===== src/rtl/ram_pixel_streamer.sv =====
// Raster-order reader for the image RAM: streams IMG_H x IMG_W pixels over valid/ready with sof/eol/eof.
// Optional FRAME_CHECKSUM_EN adds a per-frame sum of accepted pixels on port checksum.
module ram_pixel_streamer #(
  parameter int N        = 10,
  parameter int M        = 8,
  parameter int IMG_W    = 32,
  parameter int IMG_H    = 32,
  parameter int BASE_ADR = 0
) (
  input  logic         clk,
  input  logic         rst_n,
  input  logic         start,
  output logic         busy,
  output logic         done,
  output logic         ram_we,
  output logic [N-1:0] ram_adr,
  output logic [M-1:0] ram_din,
  input  logic [M-1:0] ram_dout,
  output logic [M-1:0] pix_data,
  output logic         pix_valid,
  input  logic         pix_ready,
  output logic         pix_sof,
  output logic         pix_eol,
`ifdef FRAME_CHECKSUM_EN
  output logic [M+N-1:0] checksum,
`endif
  output logic         pix_eof
);

  localparam int CW = (IMG_W > 1) ? $clog2(IMG_W) : 1;
  localparam int RW = (IMG_H > 1) ? $clog2(IMG_H) : 1;
  localparam logic [CW-1:0] COL_LAST = CW'(IMG_W - 1);
  localparam logic [RW-1:0] ROW_LAST = RW'(IMG_H - 1);
  localparam logic [N-1:0]  ADR0     = N'(BASE_ADR);

  typedef enum logic [1:0] {IDLE, STREAM, DRAIN, DONE} state_t;

  state_t        state;
  logic [CW-1:0] col;
  logic [RW-1:0] row;
  logic          load;
  logic          accept;
  logic          last_col;
  logic          last_row;

  assign ram_we  = 1'b0;
  assign ram_din = '0;

  assign accept   = pix_valid & pix_ready;
  assign load     = (state == STREAM) && (!pix_valid || pix_ready);
  assign last_col = (col == COL_LAST);
  assign last_row = (row == ROW_LAST);

  // row/col and ram_adr always describe the next pixel to be loaded; the
  // address advances by increment so it tracks BASE_ADR + row*IMG_W + col.
  always_ff @(posedge clk or negedge rst_n) begin
    if (!rst_n) begin
      state     <= IDLE;
      row       <= '0;
      col       <= '0;
      ram_adr   <= ADR0;
      pix_data  <= '0;
      pix_valid <= 1'b0;
      pix_sof   <= 1'b0;
      pix_eol   <= 1'b0;
      pix_eof   <= 1'b0;
      busy      <= 1'b0;
      done      <= 1'b0;
    end else begin
      done <= 1'b0;
      case (state)
        IDLE: begin
          if (start) begin
            state   <= STREAM;
            busy    <= 1'b1;
            row     <= '0;
            col     <= '0;
            ram_adr <= ADR0;
          end
        end
        STREAM: begin
          if (load) begin
            pix_data  <= ram_dout;
            pix_valid <= 1'b1;
            pix_sof   <= (row == '0) && (col == '0);
            pix_eol   <= last_col;
            pix_eof   <= last_col && last_row;
            ram_adr   <= ram_adr + 1'b1;
            if (last_col) begin
              col <= '0;
              row <= last_row ? '0 : row + 1'b1;
            end else begin
              col <= col + 1'b1;
            end
            if (last_col && last_row)
              state <= DRAIN;
          end
        end
        DRAIN: begin
          if (accept) begin
            pix_valid <= 1'b0;
            pix_sof   <= 1'b0;
            pix_eol   <= 1'b0;
            pix_eof   <= 1'b0;
            busy      <= 1'b0;
            done      <= 1'b1;
            state     <= DONE;
          end
        end
        DONE: begin
          state <= IDLE;
        end
        default: begin
          state <= IDLE;
        end
      endcase
    end
  end

`ifdef FRAME_CHECKSUM_EN
  // Cleared when a frame is accepted, then holds its final value after done.
  always_ff @(posedge clk or negedge rst_n) begin
    if (!rst_n) begin
      checksum <= '0;
    end else if (state == IDLE && start) begin
      checksum <= '0;
    end else if (accept) begin
      checksum <= checksum + (M+N)'(pix_data);
    end
  end
`endif

endmodule

===== config.mk =====
export PLATFORM = sky130hd
export DESIGN_NAME = ram_pixel_streamer
export DESIGN_NICKNAME = d
export VERILOG_FILES = /design/src/rtl/ram_pixel_streamer.sv
export SDC_FILE = /design/constraint.sdc
export NUM_CORES = 1
export LEC_CHECK = 0
export BUFFER_PORTS_ARGS = -buffer_cell sky130_fd_sc_hd__clkbuf_2
export CORE_ASPECT_RATIO = 0.8
export CORE_MARGIN = 3
export CORE_UTILIZATION = 50
export CTS_BUF_LIST = sky130_fd_sc_hd__clkbuf_16
export CTS_CLUSTER_DIAMETER = 200
export DETAILED_ROUTE_END_ITERATION = 16
export GPL_TIMING_DRIVEN = 0
export PLACE_DENSITY = 0.75
export SLEW_MARGIN = 5
export SYNTH_ARGS = -nofsm -noshare
export SYNTH_HDL_FRONTEND = slang
export SYNTH_SLANG_ARGS = --single-unit

===== constraint.sdc =====
create_clock -name clk -period 5.71 [get_ports clk]
set_input_delay 1.142 -clock clk [delete_from_list [all_inputs] [get_ports clk]]
set_output_delay 1.142 -clock clk [all_outputs]
set_load 0.02 [all_outputs]

==> results by group, run 1 <==
Run status
  – Status: finished, final reports clean

Timing
  – Min Tclk post-route: between 2 and 3 ns
  – Slew HR: 37.7%
  – Final setup fails: 0
  – Final hold violation count: 0
  – Max-slew violations: 0
  – Fmax: 389 MHz
  – Worst Tran Pin Value: between 0.9 and 1 ns
  – Skew final: 0.00616 ns
  – RSZ-0062 raised after global routing: false
  – Setup TNS: 0 ns
  – Final worst path period share: between 40% and 50%

Global route
  – Initial antenna violation count: 0
  – Met1 GRT Util: between 20 and 30%
  – Grt ovf: 0
  – M2 GR Usage: ~29%
  – Vias in the first global route: 1421
  – GRT met3 Usage: 6.13%
  – Largest net degree at the start of global routing: 37
  – GRT Resource Usage Total: roughly a fifth
  – GRT busiest layer: met2
  – First-pass GRT wire length: roughly 6600 um

Logic synthesis
  – Mapped Avg Cell Area: 10.6 sq um
  – Async SR Flop Fraction: 100%
  – Post-synthesis sequential area ratio: a little under half
  – Post-synth EDFFs: 0
  – Yosys reg bits: 36
  – Netlist cell types: 38
  – Syn Inst Count: approximately 180
  – Synth warn: 0
  – Cell Area, Synth: about 1900 sq um
  – Synth Flop Type: dfrtp_1

Clocking
  – Post-CTS sizing: 0
  – Total CTS buffers: 5
  – Worst skew pair latency: about 0.27 ns
  – CTS tree: built
  – Root Buffer: clkbuf_16
  – Worst-path clk slew: ~0.050 ns
  – H-tree Lvls: 2
  – Setup Fix Bufs, Post-CTS: 0
  – Hold_buf cts: 0
  – Clk sink count: 36
  – CTS Buffer Depth: 2

Drt
  – Drt first pass iters: 4
  – DRT antenna net count: 0
  – Wirelength, routed: 3840 um
  – Via count: 1465
  – Via/cell ratio: around 5.4
  – Detailed-route wire length per cell: between 10 and 15 um
  – Drt drc: 0
  – Starting DRT DRC Count: slightly above 80

Final layout
  – Layout cells sized above 1: between 20% and 30%
  – Area Growth Syn to Fin: 21.0%
  – Non-filler cells, final: 271
  – Final instance area: between 2000 and 2500 sq um
  – Ant diodes: 0
  – Fillers: roughly 290
  – NumNets Final: approximately 250

Setup path
  – Critical Path AT: 2.76 ns
  – CP Class: in2reg
  – CP Launch Type: input pin
  – Crit path from: pix_ready
  – CP max FO: 10
  – Worst Path Required: around 5.9 ns
  – R2R Path Start: col[1]
  – Setup crit end kind: flip-flop

Placed design
  – PortBufs: 35
  – Placed cell areas: about 2100 sq um
  – Final Wtd Congestion: between 0.8 and 0.9
  – Dpl cells: 263
  – HPWL Detailed: 2770 um

Job
  – Max-cap violations: 0

Die
  – Initial Utilization: roughly 54%
  – Row cnt: 19
  – Die X: approximately 75 um
  – Die ar.: ~4600 sq um
  – Ports: 45
  – Die height: just over 60 um
  – Core area: 3520 sq um

Min path
  – Worst hold start: pix_sof
  – Worst Hold Class: reg2reg

Pwr
  – Power Dens Cells: 489 nW/um^2
  – Maximum VDD drop: between 0.3 and 0.4 mV
  – LEAKAGE: 1.13 nW
## worst max-delay path, stage by stage
cell and delay, ns:
clkbuf_2 0.11, and3b_1 0.18, buf_6 0.14, a2111oi_0 0.81
o21ai_0 0.24, o21ai_0 0.14
## registers in the layout (all words and copies together), names as in the netlist
| register | flops |
|---|---|
| pix_eol | 1 |
| busy | 1 |
| col | 5 |
| done | 1 |
| pix_sof | 1 |
| state | 2 |
| pix_data | 8 |
| ram_adr | 10 |
| pix_valid | 1 |
| pix_eof | 1 |
| row | 5 |
## cells in the mapped netlist (2+ instances only)
cell | number | area share (%)
clkbuf_1 | 2 | 0.40
nor4_1 | 2 | 0.66
and3_1 | 3 | 0.99
o211ai_1 | 2 | 0.80
nor4b_1 | 4 | 1.9
buf_4 | 9 | 3.6
nor2_1 | 15 | 3.0
nor3_1 | 3 | 0.80
dfrtp_1 | 36 | 48
nor2b_1 | 4 | 1.3
inv_1 | 8 | 1.6
mux2_2 | 11 | 6.6
ha_1 | 11 | 7.3
nand2b_1 | 3 | 0.99
a22o_1 | 4 | 1.9
buf_6 | 2 | 1.2
a21boi_0 | 2 | 0.80
nand3_1 | 6 | 1.6
xnor2_1 | 6 | 2.8
o31ai_1 | 3 | 1.2
a32o_1 | 2 | 1.1
nand2_1 | 9 | 1.8
a21oi_1 | 4 | 1.1
o21ai_0 | 13 | 3.4
## layout make-up
type | instances | area (sq um) | area share [%]
clock inverter | 3 | 13.8 | 0.603
sequential | 36 | 901 | 39.5
timing repair buffer | 35 | 175 | 7.67
tap | 42 | 52.6 | 2.30
inverter | 8 | 30.0 | 1.32
clock buffer | 5 | 125 | 5.48
buffer | 13 | 97.6 | 4.27
multi-input combinational | 129 | 888 | 38.9
## placed cells by master (no fill, tap or decap), types with 3 or more instances in the layout
| cell type | count |
|---|---|
| ha_1 | 11 |
| a21oi_1 | 4 |
| nand2_1 | 9 |
| dfrtp_1 | 36 |
| and3_1 | 3 |
| nand2b_1 | 3 |
| clkbuf_2 | 35 |
| nor2b_1 | 4 |
| nor4b_1 | 4 |
| clkbuf_16 | 5 |
| xnor2_1 | 6 |
| nand3_1 | 6 |
| mux2_2 | 11 |
| nor3_1 | 3 |
| nor2_1 | 15 |
| o21ai_0 | 13 |
| o31ai_1 | 3 |
| buf_4 | 9 |
| conb_1 | 9 |
| inv_1 | 8 |
| a22o_1 | 4 |
## where the power goes
group          internal (W)  total [W]  switching, W  leakage, nW
logic              0.000188   0.000474      0.000286        0.602
registers          0.000330   0.000385     0.0000551        0.462
clock network      0.000158   0.000258      0.000100       0.0710
## path summary, 6_finish.rpt
check,cells past startpoint,slack [ns],endpoint
setup / recovery,6,3.14,state[0]
hold / removal,1,0.50,pix_sof
setup reg to reg,7,3.38,state[0]
hold reg to reg,1,0.50,pix_sof
max in group asynchronous,1,4.15,row[4]
min in group asynchronous,1,0.98,ram_adr[9]
## per-layer routing
| metal | up-vias | share of wire, % |
|---|---|---|
| li1 | 715 | - |
| met1 | 691 | 49 |
| met2 | 55 | 43 |
| met3 | 4 | 7.9 |
| met4 | 0 | 0.65 |
| met5 | - | 0 |
## cell families after synthesis
group / synth area share, %
AOI/OAI and AO/OA: 12.0
and+or+nand+nor: 16.1
xor gates and xnor gates: 2.79
muxes: 7.10
buffers and inverters: 6.76
other: 0.199
DFF: 47.7
adders and majority gates: 7.29
## through the flow
step           utilization, %  power, W  hold WS [ns]  setup slack [ns]
6_report                 64.9   0.00112         0.503              3.14
2_1_floorplan               -  0.000720         0.504              3.22
3_5_place_dp             61.0  0.000861         0.496              2.93
4_1_cts                  64.9   0.00112         0.511              3.11
5_1_grt                  64.9   0.00120         0.532              2.96
3_3_place_gp             61.0  0.000844         0.490              3.05
Note: power is estimated with default switching activity, not from simulation.
==> inputs of run 2 (changes only) <==
--- a/config.mk
+++ b/config.mk
@@ -5,6 +5,7 @@
 export SDC_FILE = /design/constraint.sdc
 export NUM_CORES = 1
 export LEC_CHECK = 0
+export ABC_AREA = 1
 export BUFFER_PORTS_ARGS = -buffer_cell sky130_fd_sc_hd__clkbuf_2
 export CORE_ASPECT_RATIO = 0.8
 export CORE_MARGIN = 3
==> constraint.sdc (replaced) <==
create_clock -name clk -period 2.4 [get_ports clk]
set_input_delay 0.48 -clock clk [delete_from_list [all_inputs] [get_ports clk]]
set_output_delay 0.48 -clock clk [all_outputs]
set_load 0.02 [all_outputs]
==> run 2 against run 1 <==
Compared with the run above: sequential share of layout area fell by 1.4 points; largest cell class unchanged; sequential cell count did not move; worst hold slack got worse by 0.19 ns; design area rose by 3.7%; critical path depth rose by 5; core utilization rose by 1.1 points; clock power rose by 140%; total power rose by 140%; setup slack got worse by 2.4 ns; first-iteration DRC count fell by 26%; synthesized area rose by 3.6%.
==> results by group, run 2 <==
Run status
  – Status: finished, final reports clean

Clocking
  – Total CTS buffers: 5 (unchanged)
  – CTS Buffer Depth: 2 (unchanged)
  – Clk sink count: 36 (unchanged)
  – Worst skew pair latency: 0.27 ns (about the same)
  – Post-CTS sizing: 0 (unchanged)
  – H-tree Lvls: 2 (unchanged)
  – CTS tree: built
  – Worst-path clk slew: 0.06 ns (about the same)
  – Hold_buf cts: 0 (unchanged)
  – Setup Fix Bufs, Post-CTS: 0 (unchanged)
  – Root Buffer: clkbuf_16

Setup path
  – CP Class: reg2reg
  – Critical Path, Cell by Cell: ha_1 -> nand2_1 -> nor2_1 -> ha_1 -> inv_1 -> nand2_1 -> inv_1 -> nor2_4 -> inv_1 -> nand2_1 -> o21ai_0
  – CP top delay family: simple AND/OR/NAND/NOR gates
  – Setup crit end kind: flip-flop
  – Worst Path Required: 2.55 ns (-3.35 ns)
  – Buf/Inv on CP: 3 (+1)
  – CP max FO: 9 (-1)
  – CP Launch Type: flip-flop
  – Crit path largest cell delay: 0.38 ns (-0.43 ns)
  – Critical Path AT: 1.84 ns (-0.92 ns)
  – Critical path's slowest cell: dfrtp_1

Drt
  – Drt first pass iters: 4 (unchanged)
  – Starting DRT DRC Count: 61 (-26%)
  – Drt drc: 0 (unchanged)
  – DRT antenna net count: 0 (unchanged)
  – Via count: 1612 (+10%)
  – Detailed-route wire length per cell: 11.0 um (-22%)
  – Wirelength, routed: 3790 um (-1.2%)
  – Via/cell ratio: 4.67 (-14%)

Die
  – Ports: 45 (unchanged)
  – Die height: 61.9 um (+1.6%)
  – Row cnt: 19 (unchanged)
  – Die ar.: 4700 sq um (+3.3%)
  – Die X: 75.9 um (+1.6%)
  – Initial Utilization: 54.4% (+0.82 points)
  – Core area: 3590 sq um (+2.0%)

Timing
  – Worst Tran Pin Value: 0.857 ns (-0.0550 ns)
  – Fmax: between 500 and 600 MHz
  – Max-slew violations: 0 (unchanged)
  – Setup TNS: 0 ns (unchanged)
  – Slew HR: 42.9% (+5.2 points)
  – RSZ-0062 raised after global routing: false
  – Skew final: 0.00438 ns (-0.00178 ns)
  – Final setup fails: 0 (unchanged)
  – Final WS setup: 0.710 ns (-2.43 ns)
  – Final worst path period share: a little over two thirds
  – Final hold violation count: 0 (unchanged)
  – Min Tclk post-route: between 1.5 and 2 ns

Final layout
  – Final core utilization: 66.0% (+1.1 points)
  – Most flop-heavy register: ram_adr
  – Commonest non-fill, non-tap cell in the layout: nand2_1
  – NumNets Final: 315 (+25%)
  – Regs by FF count: ram_adr x10, pix_data x8
  – Area Growth Syn to Fin: 21.2%
  – Ant diodes: 0 (unchanged)
  – Most frequent cells in the layout: 63 x nand2_1, 36 x dfrtp_1, 35 x inv_1, 35 x clkbuf_2, 25 x nor2_1
  – Fillers: 308 (+8.1%)
  – Number of flip-flops in the largest register: 10 (unchanged)
  – Layout cells sized above 1: 21.5% (-6.9 points)

Job
  – Max-cap violations: 0 (unchanged)

Placed design
  – HPWL Detailed: 2910 um (+5.0%)
  – Dpl ws: 0.725 ns (-2.21 ns)
  – PortBufs: 35 (unchanged)
  – Final Wtd Congestion: 0.790 (-8.0%)

Logic synthesis
  – Post-synth top area share: 46.1% (-1.7 points)
  – Synth warn: 0 (unchanged)
  – Post-synthesis sequential area ratio: 46.1% (-1.7 points)
  – Commonest cells post-synth: 63 x nand2_1, 36 x dfrtp_1, 35 x inv_1, 25 x nor2_1, 17 x nand3_1
  – Async SR Flop Fraction: 100% (unchanged)
  – Synth Flop Type: dfrtp_1
  – Synth top area cells: dfrtp_1 46%, nand2_1 12%, ha_1 7.0%
  – Yosys reg bits: 36 (unchanged)
  – Post-synth EDFFs: 0 (unchanged)
  – Syn Inst Count: 242 (+36%)
  – Dominant cell by count in the synthesized netlist: nand2_1
  – Cell Area, Synth: 1950 sq um (+3.6%)
  – Netlist cell types: 25 (-34%)
  – Mapped Avg Cell Area: 8.08 sq um (-24%)
  – Yosys top cell by area: dfrtp_1

Min path
  – Worst Hold Class: in2async

Global route
  – First-pass GRT wire length: 6400 um (-2.8%)
  – Largest net degree at the start of global routing: 37 (unchanged)
  – Initial antenna violation count: 0 (unchanged)
  – Vias in the first global route: 1413 (-0.56%)
  – GRT Resource Usage Total: 17.3% (-1.7 points)
  – Grt ovf: 0 (unchanged)

Pwr
  – LEAKAGE: 1.27 nW (+12%)
  – Switching power total: 0.00116 W (+160%)
  – Clock power share: 22.6% (-0.5 points)
  – Int Power: 0.00156 W (+130%)
  – Combinational Power Share: 45.0% (+2.6 points)
  – Power Dens Cells: 1150 nW/um^2 (+140%)
  – Maximum VDD drop: 0.752 mV (+120%)
  – Flop pwr share: 32.4% (-2.0 points)
  – Sw frac: 42.6% (+3.2 points)
run 2: changes by cell type after synthesis, moves of 4 or more:
cell	previous run	this run
nand2_1	9	63
nor4b_1	4	0
nand3_1	6	17
xnor2_1	6	0
mux2_2	11	0
nor2b_1	4	0
a22o_1	4	0
nor2_1	15	25
inv_1	8	35
run 2: logic make-up (layout without fill, tap and decap cells):
group	count (synthesis)	after routing	share of synthesized area [%]
other cells	1	9	0.192
compound gates	28	28	7.81
simple gates	116	116	25.8
fa+ha+maj	11	11	7.04
flops	36	36	46.1
buf+inv	48	91	12.2
xor+xnor	2	2	0.896
run 2: area by class of cell:
cell class	instances	area, sq um	share of cell area, %
Sequential cell	36	901	38.0
Multi-Input combinational cell	166	846	35.7
Timing Repair Buffer	35	175	7.40
Inverter	35	131	5.55
Clock buffer	5	125	5.28
Buffer	13	106	4.49
Tap cell	52	65.1	2.75
Clock inverter	3	18.8	0.792
run 2: power by group through the flow:
| stage | registers [W] | logic [W] | clock network [W] |
|---|---|---|---|
| 5_1_grt | 0.000903 | 0.00140 | 0.000666 |
| 2_1_floorplan | 0.00101 | 0.000776 | 0 |
| 6_report | 0.000883 | 0.00123 | 0.000616 |
| 3_5_place_dp | 0.000890 | 0.00124 | 0 |
| 4_1_cts | 0.000882 | 0.00124 | 0.000637 |
| 3_3_place_gp | 0.000883 | 0.00121 | 0 |
run 2: final timing paths:
check                               to  slack, ns   startpoint  depth (start not counted)
max                             row[2]       0.71       col[0]                         11
min reg2reg                pix_data[6]       0.47  pix_data[6]                          2
min                             row[3]       0.31        rst_n                          1
max reg2reg                     row[2]       0.71       col[0]                         11
min in group clk           pix_data[3]       0.41  ram_dout[3]                          3
max in group asynchronous   ram_adr[7]       1.55        rst_n                          1
run 2: metal layers:
metal,GRT usage (%),vias to the layer above,share of wire (%),wire (um)
met5,0,-,0,0
met3,5.19,2,5.9,223
met2,29.5,34,46,1740
li1,-,844,-,-
met4,3.88,0,0.32,12
met1,22.6,732,48,1820
run 2: per-stage QoR:
stage	cells	hold WS (ns)	power, W	area (sq um)
floorplan	250	0.184	0.00179	1980
global placement	337	0.455	0.00209	2220
detailed placement	337	0.461	0.00213	2220
CTS	345	0.350	0.00276	2370
global route	345	0.395	0.00297	2370
finish	345	0.310	0.00272	2370
